`config.mk`:
```
export PLATFORM = sky130hd
export DESIGN_NAME = jedro_1_lsu
export DESIGN_NICKNAME = d
export VERILOG_FILES = /design/src/rtl/jedro_1_lsu.sv
export SDC_FILE = /design/constraint.sdc
export NUM_CORES = 1
export LEC_CHECK = 0
export CAP_MARGIN = 20
export CELL_PAD_IN_SITES_DETAIL_PLACEMENT = 1
export CELL_PAD_IN_SITES_GLOBAL_PLACEMENT = 1
export CORE_AREA = 2 2 137 139
export DETAILED_ROUTE_END_ITERATION = 10
export DIE_AREA = 0 0 139 141
export GPL_TIMING_DRIVEN = 1
export PLACE_DENSITY_LB_ADDON = 0.08
export RECOVER_POWER = 100
export REMOVE_ABC_BUFFERS = 1
export SYNTH_ARGS = -nofsm -noshare
export SYNTH_HDL_FRONTEND = slang
export SYNTH_SLANG_ARGS = --single-unit
export TNS_END_PERCENT = 30
```
`constraint.sdc`:
```
create_clock -name clk_i -period 2.4 [get_ports clk_i]
set_input_delay 0.36 -clock clk_i [delete_from_list [all_inputs] [get_ports clk_i]]
set_output_delay 0.36 -clock clk_i [all_outputs]
set_load 0.03 [all_outputs]
```
`src/rtl/jedro_1_lsu.sv`:
```
// jedro_1 load-store unit: decodes LSU control codes, drives a req/gnt/rvalid
// data-memory port and returns extended load data for register writeback.
module jedro_1_lsu #(
    parameter int unsigned DATA_WIDTH     = 32,
    parameter int unsigned ADDR_WIDTH     = 32,
    parameter int unsigned REG_ADDR_WIDTH = 5
) (
    input  logic                      clk_i,
    input  logic                      rstn_i,
    input  logic                      ctrl_valid_i,
    input  logic [3:0]                ctrl_i,
    input  logic [ADDR_WIDTH-1:0]     addr_i,
    input  logic [DATA_WIDTH-1:0]     wdata_i,
    input  logic [REG_ADDR_WIDTH-1:0] regdest_i,
    output logic                      ready_o,
    output logic                      rf_we_o,
    output logic [REG_ADDR_WIDTH-1:0] rf_waddr_o,
    output logic [DATA_WIDTH-1:0]     rf_wdata_o,
    output logic                      misaligned_load_o,
    output logic                      misaligned_store_o,
    output logic                      illegal_o,
    output logic                      mem_req_o,
    output logic                      mem_we_o,
    output logic [ADDR_WIDTH-1:0]     mem_addr_o,
    output logic [3:0]                mem_be_o,
    output logic [DATA_WIDTH-1:0]     mem_wdata_o,
    input  logic                      mem_gnt_i,
    input  logic                      mem_rvalid_i,
    input  logic [DATA_WIDTH-1:0]     mem_rdata_i
);

    localparam int unsigned BE_WIDTH = 4;

    typedef enum logic [1:0] {
        IDLE        = 2'd0,
        REQ         = 2'd1,
        WAIT_RVALID = 2'd2
    } state_t;

    state_t                    state_q, state_d;
    logic [3:0]                ctrl_q, ctrl_d;
    logic [1:0]                offs_q, offs_d;
    logic [REG_ADDR_WIDTH-1:0] regdest_q, regdest_d;

    logic                      ready_d;
    logic                      rf_we_d;
    logic [REG_ADDR_WIDTH-1:0] rf_waddr_d;
    logic [DATA_WIDTH-1:0]     rf_wdata_d;
    logic                      misaligned_load_d;
    logic                      misaligned_store_d;
    logic                      illegal_d;
    logic                      mem_req_d;
    logic                      mem_we_d;
    logic [ADDR_WIDTH-1:0]     mem_addr_d;
    logic [BE_WIDTH-1:0]       mem_be_d;
    logic [DATA_WIDTH-1:0]     mem_wdata_d;

    logic                      legal;
    logic                      misaligned;
    logic [BE_WIDTH-1:0]       be_new;
    logic [DATA_WIDTH-1:0]     wdata_new;
    logic [DATA_WIDTH-1:0]     rdata_shift;
    logic [DATA_WIDTH-1:0]     load_data;

    // Decode the incoming command: legality, alignment, lanes and store data
    always_comb begin
        legal      = 1'b0;
        misaligned = 1'b0;
        be_new     = '0;
        wdata_new  = '0;
        case (ctrl_i)
            4'b0000, 4'b0001, 4'b0010, 4'b0100, 4'b0101,
            4'b1000, 4'b1001, 4'b1010: legal = 1'b1;
            default:                   legal = 1'b0;
        endcase
        case (ctrl_i[1:0])
            2'b00: begin
                be_new    = BE_WIDTH'(4'b0001 << addr_i[1:0]);
                wdata_new = DATA_WIDTH'({4{wdata_i[7:0]}});
            end
            2'b01: begin
                misaligned = addr_i[0];
                be_new     = BE_WIDTH'(4'b0011 << addr_i[1:0]);
                wdata_new  = DATA_WIDTH'({2{wdata_i[15:0]}});
            end
            default: begin
                misaligned = (addr_i[1:0] != 2'b00);
                be_new     = 4'b1111;
                wdata_new  = wdata_i;
            end
        endcase
    end

    // Extract and extend the addressed byte/half/word from read data
    always_comb begin
        rdata_shift = mem_rdata_i >> {offs_q, 3'b000};
        case (ctrl_q[1:0])
            2'b00: begin
                if (ctrl_q[2]) begin
                    load_data = {{(DATA_WIDTH-8){1'b0}}, rdata_shift[7:0]};
                end else begin
                    load_data = {{(DATA_WIDTH-8){rdata_shift[7]}}, rdata_shift[7:0]};
                end
            end
            2'b01: begin
                if (ctrl_q[2]) begin
                    load_data = {{(DATA_WIDTH-16){1'b0}}, rdata_shift[15:0]};
                end else begin
                    load_data = {{(DATA_WIDTH-16){rdata_shift[15]}}, rdata_shift[15:0]};
                end
            end
            default: load_data = rdata_shift;
        endcase
    end

    // Next-state and next-output logic
    always_comb begin
        state_d            = state_q;
        ctrl_d             = ctrl_q;
        offs_d             = offs_q;
        regdest_d          = regdest_q;
        rf_we_d            = 1'b0;
        rf_waddr_d         = rf_waddr_o;
        rf_wdata_d         = rf_wdata_o;
        misaligned_load_d  = 1'b0;
        misaligned_store_d = 1'b0;
        illegal_d          = 1'b0;
        mem_req_d          = mem_req_o;
        mem_we_d           = mem_we_o;
        mem_addr_d         = mem_addr_o;
        mem_be_d           = mem_be_o;
        mem_wdata_d        = mem_wdata_o;

        case (state_q)
            IDLE: begin
                if (ctrl_valid_i) begin
                    if (!legal) begin
                        illegal_d = 1'b1;
                    end else if (misaligned) begin
                        misaligned_store_d = ctrl_i[3];
                        misaligned_load_d  = ~ctrl_i[3];
                    end else begin
                        state_d     = REQ;
                        ctrl_d      = ctrl_i;
                        offs_d      = addr_i[1:0];
                        regdest_d   = regdest_i;
                        mem_req_d   = 1'b1;
                        mem_we_d    = ctrl_i[3];
                        mem_addr_d  = {addr_i[ADDR_WIDTH-1:2], 2'b00};
                        mem_be_d    = be_new;
                        mem_wdata_d = ctrl_i[3] ? wdata_new : '0;
                    end
                end
            end
            REQ: begin
                if (mem_gnt_i) begin
                    state_d     = WAIT_RVALID;
                    mem_req_d   = 1'b0;
                    mem_we_d    = 1'b0;
                    mem_addr_d  = '0;
                    mem_be_d    = '0;
                    mem_wdata_d = '0;
                end
            end
            WAIT_RVALID: begin
                if (mem_rvalid_i) begin
                    state_d = IDLE;
                    if (!ctrl_q[3]) begin
                        rf_we_d    = 1'b1;
                        rf_waddr_d = regdest_q;
                        rf_wdata_d = load_data;
                    end
                end
            end
            default: state_d = IDLE;
        endcase

        ready_d = (state_d == IDLE);
    end

    // State, latched command and registered outputs
    always_ff @(posedge clk_i or negedge rstn_i) begin
        if (!rstn_i) begin
            state_q            <= IDLE;
            ctrl_q             <= '0;
            offs_q             <= '0;
            regdest_q          <= '0;
            ready_o            <= 1'b1;
            rf_we_o            <= 1'b0;
            rf_waddr_o         <= '0;
            rf_wdata_o         <= '0;
            misaligned_load_o  <= 1'b0;
            misaligned_store_o <= 1'b0;
            illegal_o          <= 1'b0;
            mem_req_o          <= 1'b0;
            mem_we_o           <= 1'b0;
            mem_addr_o         <= '0;
            mem_be_o           <= '0;
            mem_wdata_o        <= '0;
        end else begin
            state_q            <= state_d;
            ctrl_q             <= ctrl_d;
            offs_q             <= offs_d;
            regdest_q          <= regdest_d;
            ready_o            <= ready_d;
            rf_we_o            <= rf_we_d;
            rf_waddr_o         <= rf_waddr_d;
            rf_wdata_o         <= rf_wdata_d;
            misaligned_load_o  <= misaligned_load_d;
            misaligned_store_o <= misaligned_store_d;
            illegal_o          <= illegal_d;
            mem_req_o          <= mem_req_d;
            mem_we_o           <= mem_we_d;
            mem_addr_o         <= mem_addr_d;
            mem_be_o           <= mem_be_d;
            mem_wdata_o        <= mem_wdata_d;
        end
    end

endmodule

```
==> summary.txt, run 1 <==
Clock tree
  – # Post-CTS Setup Buffers: 0
  – Num Clock Sinks: 123
  – Clock latency on the worst-skew pair: slightly above 400 ps
  – Hold-fix buffers, CTS: 1
  – Clock transition time at the flip-flop clock pins of the worst setup and hold paths: roughly 60 ps
  – CTS root buf: sky130_fd_sc_hd__clkbuf_16
  – Clock tree from TritonCTS: yes
  – Level count of the clock H-tree: 4
  – CTS buffer count: 17
  – Number of instances resized during post-cts repair: 0
  – Clock buffer depth: 2

Global routing
  – Global-route met2 utilization: between 30% and 40%
  – Number of global-route vias before repair: between 6000 and 7000
  – Met1 GRT Util: 26.1%
  – Total gr overflow: 0
  – Most utilized layer in the global route result: met2
  – Wire length of the first global-routing pass: ~33000 um
  – Total routing usage reported by global routing: 21.3%
  – Pin count of the biggest net entering global routing: 70
  – Met3 Resource Use GR: between 7 and 8%
  – Initial antenna violation count: 1

Power and ir drop
  – IR Drop Worst-Case VDD: ~510 uV
  – Total internal power: 6.00 mW
  – Switching power: roughly 3.8 mW
  – Part of the total power dissipated in the clock network: between 20% and 30%
  – Tot Pwr: between 9 and 10 mW
  – Lkg Pwr: about 4.3 nW
  – Power per cell area: 1110 nW/um2
  – Comb power frac: 40.0%
  – Register share of total power: 32.1%
  – Sw Ratio: 39.0%

Placement
  – DP Wirelength: around 14000 um
  – Port Buffer Count: ~220
  – Pre-CTS setup slack: approximately 79 ps
  – Weighted congestion at the end of routability-driven global placement: 0.790
  – Instance area after placement: between 8000 and 9000 um2

Yosys
  – Post-synthesis sequential element count: approximately 120
  – Warnings from Yosys: 0
  – Cells after Synth: about 630
  – Post-Synthesis Mean Instance Area: just over 9 um2
  – Synth async-reset ratio: 100%
  – Most common flop cell mapped by yosys: sky130_fd_sc_hd__dfrtp_1
  – Share of synthesized area occupied by flip-flops and latches: between 50% and 60%
  – Post-synthesis cell type count: 37
  – Post-synthesis instance area: between 5000 and 6000 um2
  – Number of enable-type register cells in the synthesized netlist: 0

Critical path
  – Series of cell instances along the critical path: mux2i_1 > mux4_2 > or4_4 > o311ai_1
  – Worst-path fanout max: 10
  – Setup CP Type: reg2reg
  – Arrival time of the worst setup path: 2440 ps
  – Longest individual stage delay on the worst path: approximately 660 ps
  – Critical path startpoint category: register
  – Endpoint kind of the worst setup timing path: register
  – Endpoint required time on the critical path: 2700 ps
  – Worst path slowest cell: sky130_fd_sc_hd__dfrtp_1

Timing
  – Setup clock skew after layout: around 6.9 ps
  – Tightest Pin Transition: about 1300 ps
  – Final setup fails: 0
  – Setup repair after global routing missed its margin: no
  – Final WS setup: about 260 ps
  – Fraction of the cycle the final worst path needs: approximately nine tenths
  – Hold slack final: 469 ps
  – Slew margin rel.: a little over a tenth
  – Max-slew violation count: 0
  – Final count of hold timing violations: 0
  – Shortest clock period the worst path allows after layout: about 2100 ps
  – Maximum clock frequency: approximately 470 MHz

Run
  – Max-cap violations: 0

Layout
  – Area added between synthesis and finish: 54.1%
  – Antenna diode count: 0
  – Final standard cell area without fillers: approximately 8800 um2
  – Proportion of layout cells with a drive suffix above 1: about a tenth
  – Filler cell count: 2064
  – Final net count: 950

Detailed routing
  – Routed wire length: about 20000 um
  – Number of search-and-repair iterations in the first detailed-routing pass: 4
  – Final routed wire length divided by cell count: between 15 and 20 um
  – Antenna Nets Post-Route: 0
  – Number of vias in the routed layout: approximately 5500
  – Drt drc: 0
  – Mean number of vias per cell: slightly above 5
  – Initial DRC Count: 211

Floorplan
  – IO Pins: 222
  – Vert. Die Dim: ~140 um
  – DIE WIDTH: about 140 um
  – DIE AREA: approximately 20000 um2
  – Std-Cell Core Area: 18300 um2
  – Total number of placement rows: 50
  – Initial cell density of the core: a little under a third

Min path
  – Hold Path Class: reg2reg

Status
  – Result of the run: finished clean
-- placed cells by master (no fill, tap or decap), drive strengths merged, types with 3 or more instances in the layout --
cell type | netlist | layout
nor3b | 3 | 3
nand2b | 3 | 3
buf | 23 | 18
bufinv | 0 | 4
nand3 | 104 | 104
clkinv | 0 | 5
clkbuf | 28 | 26
o21ai | 37 | 37
a21oi | 23 | 23
nor2b | 3 | 3
clkdlybuf4s50 | 0 | 106
clkinvlp | 0 | 4
a221o | 8 | 8
and2 | 7 | 7
mux2 | 24 | 24
dfrtp | 122 | 122
nor2 | 23 | 23
dlygate4sd3 | 0 | 113
inv | 4 | 5
nand2 | 171 | 171
mux2i | 25 | 25
-- logic make-up (layout without fill, tap and decap cells) --
family          count (synthesis)  after routing  share of synthesized area [%]
flops                         123            123                           53.7
mux                            50             50                           9.46
compound gates                 76             76                           7.78
simple gates                  320            320                           24.7
other cells                     1              2                         0.0654
xor+xnor                        1              1                          0.153
buf+inv                        55            281                           4.14
-- cell type report --
class | count | area, um2 | share of cell area, %
inverter | 4 | 15.0 | 0.170
multi-input combinational | 449 | 2440 | 27.6
sequential | 123 | 3080 | 34.8
tap | 234 | 293 | 3.31
clock buffer | 18 | 439 | 4.97
clock inverter | 14 | 195 | 2.21
timing repair buffer | 245 | 2380 | 26.9
-- power by group through the flow --
stage	registers (mW)	clock network, mW	logic [mW]
global placement	3.19	0	4.12
detailed placement	3.22	0	4.22
floorplan	4.39	0	0.975
global route	3.25	2.92	4.22
finish	3.15	2.75	3.93
CTS	3.19	2.81	4.25
-- critical path, delay by kind of cell, from the launching register on --
family / cells / cell delay, ps
multiplexers: 2 / 760
flip-flops: 1 / 660
AND/OR/NAND/NOR: 1 / 510
AO/OA/AOI/OAI: 1 / 100
-- per-stage QoR --
step,utilization (%),TNS (ps),std cells
after floorplan,-,-98480,576
after global placement,45.4,0,1054
after detailed placement,45.4,0,1054
after CTS,49.0,0,1087
after global routing,48.4,0,1087
final,48.4,0,1087
-- path summary, 6_finish.rpt --
| kind | startpoint | endpoint | slack [ps] | depth (start not counted) |
|---|---|---|---|---|
| max in group asynchronous | rstn_i | mem_addr_o[3] | 470 | 3 |
| worst max-delay path | offs_q[0] | rf_wdata_o[23] | 260 | 4 |
| worst min-delay path | regdest_q[0] | rf_waddr_o[0] | 470 | 2 |
| min in group asynchronous | rstn_i | rf_wdata_o[9] | 790 | 2 |
| worst min register to register | regdest_q[0] | rf_waddr_o[0] | 470 | 2 |
| worst max register to register | offs_q[0] | rf_wdata_o[23] | 260 | 4 |
-- cells in the mapped netlist (3+ instances only) --
library cell / instances / area (um2)
sky130_fd_sc_hd__buf_2: 7 / 35.0
sky130_fd_sc_hd__clkbuf_1: 28 / 105
sky130_fd_sc_hd__and2_1: 7 / 43.8
sky130_fd_sc_hd__nand3_1: 104 / 521
sky130_fd_sc_hd__o21ai_0: 36 / 180
sky130_fd_sc_hd__buf_1: 12 / 45.0
sky130_fd_sc_hd__nand2b_1: 3 / 18.8
sky130_fd_sc_hd__nor2_1: 23 / 86.3
sky130_fd_sc_hd__a21oi_1: 23 / 115
sky130_fd_sc_hd__nor2b_1: 3 / 18.8
sky130_fd_sc_hd__inv_1: 4 / 15.0
sky130_fd_sc_hd__dfrtp_1: 122 / 3050
sky130_fd_sc_hd__mux2i_1: 25 / 250
sky130_fd_sc_hd__nand2_1: 171 / 642
sky130_fd_sc_hd__a221o_1: 8 / 80.1
sky130_fd_sc_hd__mux2_2: 24 / 270
-- sequential cells by signal, summed over array words and instances (netlist names), 2 cells and up --
| name | count |
|---|---|
| rf_waddr_o | 5 |
| mem_be_o | 4 |
| regdest_q | 5 |
| state_q | 2 |
| rf_wdata_o | 32 |
| offs_q | 2 |
| mem_wdata_o | 32 |
| mem_addr_o | 30 |
| ctrl_q | 4 |
-- metal layers --
metal | vias to the layer above | share of wire (%)
li1 | 2547 | -
met1 | 2741 | 41
met2 | 166 | 49
met3 | 34 | 7.9
met4 | 2 | 2.1
met5 | - | 0.064
(Power assumes the default switching activity.)
==> run 2: changes to the inputs <==
--- a/config.mk
+++ b/config.mk
@@ -8,9 +8,9 @@
 export CAP_MARGIN = 20
 export CELL_PAD_IN_SITES_DETAIL_PLACEMENT = 1
 export CELL_PAD_IN_SITES_GLOBAL_PLACEMENT = 1
-export CORE_AREA = 2 2 137 139
+export CORE_AREA = 2 2 132 134
 export DETAILED_ROUTE_END_ITERATION = 10
-export DIE_AREA = 0 0 139 141
+export DIE_AREA = 0 0 134 136
 export GPL_TIMING_DRIVEN = 1
 export PLACE_DENSITY_LB_ADDON = 0.08
 export RECOVER_POWER = 100
==> constraint.sdc (replaced) <==
create_clock -name clk_i -period 2.7 [get_ports clk_i]
set_input_delay 0.405 -clock clk_i [delete_from_list [all_inputs] [get_ports clk_i]]
set_output_delay 0.405 -clock clk_i [all_outputs]
set_load 0.03 [all_outputs]
==> run 2 against run 1 <==
  * The run now ends with capacitance limit, slew limit left
  * Critical path depth rose by 2
  * Count of clock-buffer cells in the layout rose by 6
  * Wire length fell by 2.8%
  * Via count fell by 1.7%
  * Sequential share of layout area rose by 0.19 points
  * Die area fell by 7.0%
  * Worst hold slack got worse by 1.2 ps
  * Sequential power fell by 11%
  * First-iteration DRC count rose by 19%
  * Largest cell class unchanged
  * Clock skew fell by 0.63 ps
  * Register-to-register slack improved by 150 ps
  * Power fell by 11%
==> summary.txt, run 2 (synthesis results as in run 1) <==
Floorplan
  – IO Pins: 222 (unchanged)
  – Initial cell density of the core: 34.0% (+2.6 points)
  – DIE WIDTH: 134 um (-3.6%)
  – DIE AREA: 18200 um2 (-7.0%)
  – Total number of placement rows: 48 (-4.0%)
  – Std-Cell Core Area: 16900 um2 (-7.6%)
  – Vert. Die Dim: 136 um (-3.5%)

Timing
  – Setup repair after global routing missed its margin: no
  – Final count of hold timing violations: 0 (unchanged)
  – Final setup fails: 0 (unchanged)
  – Tightest Pin Transition: 1820 ps (+478 ps)
  – Slew margin rel.: -21.3% (-32 points)
  – Max-slew violation count: 125 (+125)
  – Maximum clock frequency: 428 MHz
  – Setup clock skew after layout: 6.28 ps (-0.631 ps)
  – Fraction of the cycle the final worst path needs: around 87%
  – Shortest clock period the worst path allows after layout: 2340 ps

Critical path
  – Reg-to-reg slack, setup: 410 ps (+150 ps)
  – Top Family by Delay on Critical Path: buffers and inverters
  – Longest individual stage delay on the worst path: 640 ps (-20 ps)
  – Worst path slowest cell: sky130_fd_sc_hd__dlygate4sd3_1
  – Cell count of the worst reg-to-reg path: 5 (+1)
  – Reg-to-reg endpoint: rf_wdata_o[12]
  – Setup CP Type: in2reg
  – Sum of buffers and inverters on the critical path: 2 (+2)
  – Series of cell instances along the critical path: dlygate4sd3_1 > nor4_1 > o21a_1 > buf_12 > nand3_1 > nand2_1
  – Endpoint required time on the critical path: 3050 ps (+350 ps)
  – Worst-path fanout max: 48 (+38)
  – Endpoint kind of the worst setup timing path: register
  – Beginning of the worst register-to-register path: offs_q[0]
  – Critical path startpoint category: input pin
  – Arrival time of the worst setup path: 2690 ps (+250 ps)

Power and ir drop
  – Lkg Pwr: 4.25 nW (-0.18%)
  – Tot Pwr: 8.74 mW (-11%)
  – IR Drop Worst-Case VDD: 466 uV (-8.6%)
  – Power per cell area: 994 nW/um2 (-11%)

Placement
  – Port Buffer Count: 219 (unchanged)
  – Total instance count after detailed placement: 1039 (-1.4%)
  – Weighted congestion at the end of routability-driven global placement: 0.804 (+1.8%)
  – DP Wirelength: 13800 um (-4.2%)

Min path
  – Source of the worst hold timing path: rf_waddr_o[0]
  – Hold Path Class: reg2reg
  – Count of cells along the worst hold path: 2 (unchanged)
  – Destination of the worst hold path: rf_waddr_o[0]

Layout
  – Proportion of layout cells with a drive suffix above 1: 9.23% (-0.62 points)
  – Area added between synthesis and finish: 53.2%
  – Registers with the highest flip-flop counts: mem_wdata_o: 32 flops, rf_wdata_o: 32 flops, mem_addr_o: 30 flops
  – Sequential cell area: 3080 um2 (unchanged)
  – Filler cell count: 1878 (-9.0%)
  – Area of combinational cells with multiple inputs: 2440 um2 (-0.20%)
  – Final std cells w/o fill: 1071 (-1.5%)
  – Most common library cell in the layout ignoring fill and taps: sky130_fd_sc_hd__nand2_1
  – Commonest non-fill, non-tap cells in the layout: sky130_fd_sc_hd__nand2_1 (171), sky130_fd_sc_hd__dfrtp_1 (122), sky130_fd_sc_hd__dlygate4sd3_1 (112), sky130_fd_sc_hd__clkdlybuf4s50_1 (106), sky130_fd_sc_hd__nand3_1 (103)
  – Final net count: 943 (-0.74%)

Clock tree
  – Clock tree from TritonCTS: yes
  – Level count of the clock H-tree: 4 (unchanged)
  – Num Clock Sinks: 123 (unchanged)
  – # Post-CTS Setup Buffers: 0 (unchanged)
  – Hold-fix buffers, CTS: 0 (-1)
  – CTS buffer count: 17 (unchanged)
  – CTS root buf: sky130_fd_sc_hd__clkbuf_16
  – Clock latency on the worst-skew pair: 420 ps (about the same)
  – Clock transition time at the flip-flop clock pins of the worst setup and hold paths: 50 ps (about the same)
  – Clock buffer depth: 2 (unchanged)
  – Number of instances resized during post-cts repair: 0 (unchanged)

Global routing
  – Initial antenna violation count: 2 (+1)
  – Total routing usage reported by global routing: 22.2% (+0.90 points)
  – Number of global-route vias before repair: 5879 (-3.4%)
  – Most utilized layer in the global route result: met2
  – Global-route met2 utilization: 37.6% (+2.5 points)
  – Pin count of the biggest net entering global routing: 70 (unchanged)
  – Met1 GRT Util: 25.6% (-0.50 points)
  – Wire length of the first global-routing pass: 31300 um (-5.6%)
  – Met3 Resource Use GR: 9.10% (+1.5 points)
  – Total gr overflow: 0 (unchanged)

Status
  – Failing checks: capacitance limit, slew limit
  – Result of the run: finished, violations left

Detailed routing
  – Routed wire length: 19800 um (-2.8%)
  – Mean number of vias per cell: 5.04 (-0.28%)
  – Number of vias in the routed layout: 5394 (-1.7%)
  – Initial DRC Count: 252 (+19%)
  – Antenna Nets Post-Route: 0 (unchanged)
  – Number of search-and-repair iterations in the first detailed-routing pass: 4 (unchanged)
  – Drt drc: 0 (unchanged)
  – Final routed wire length divided by cell count: 18.5 um (-1.4%)

Run
  – Max-cap violations: 2 (+2)
[run 2: where the power goes]
group	switching (mW)	internal (mW)	total, mW
Clock	0.807	1.66	2.46
Combinational	2.14	1.33	3.47
Sequential	0.376	2.44	2.81
[run 2: layout make-up]
cell class | count | share of cell area, %
clock inverter | 7 | 1.54
timing repair buffer | 238 | 26.6
sequential | 123 | 35.0
tap | 225 | 3.20
multi-input combinational | 449 | 27.7
clock buffer | 24 | 5.71
inverter | 4 | 0.171
antenna | 1 | 0.0285
[run 2: worst reg2reg max path: cells and delay by family (launching register included)]
family                 cells  cell delay [ps]
buffers and inverters      1              590
flip-flops                 1              580
AND/OR/NAND/NOR            2              530
AO/OA/AOI/OAI              2              460
[run 2: stage by stage]
stage	instance area, um2	setup TNS (ps)	hold WS, ps	utilization, %	worst slack (ps)
floorplan	5520	-78160	109	-	-1200
global placement	8190	0	453	48.5	286
detailed placement	8190	0	468	48.5	153
CTS	8830	0	10.2	52.3	519
global route	8790	0	507	52.1	202
finish	8790	0	468	52.1	364
[run 2: worst max-delay path by stage]
stage / from / end / slack, ps / depth (start not counted)
finish: ctrl_i[0] / mem_wdata_o[16] / 360 / 6
global route: rstn_i / mem_wdata_o[4] / 200 / 2
CTS: state_q[0] / rf_wdata_o[10] / 520 / 5
detailed placement: ctrl_i[0] / mem_wdata_o[16] / 150 / 6
global placement: mem_rvalid_i / rf_wdata_o[23] / 290 / 5
floorplan: ctrl_i[3] / mem_be_o[1] / -1200 / 3
[run 2: per-layer routing]
layer	up-vias	part of all wire [%]
met5	-	0.040
met4	2	1.6
met3	22	8.0
met2	166	50
met1	2664	40
li1	2540	-
==> run 3: changes to the inputs <==
--- a/config.mk
+++ b/config.mk
@@ -15,6 +15,7 @@
 export PLACE_DENSITY_LB_ADDON = 0.08
 export RECOVER_POWER = 100
 export REMOVE_ABC_BUFFERS = 1
+export SKIP_CTS_REPAIR_TIMING = 1
 export SYNTH_ARGS = -nofsm -noshare
 export SYNTH_HDL_FRONTEND = slang
 export SYNTH_SLANG_ARGS = --single-unit
==> results of run 3 <==
Same layout as run 2: the final DEF is identical, and so are final timing and power.
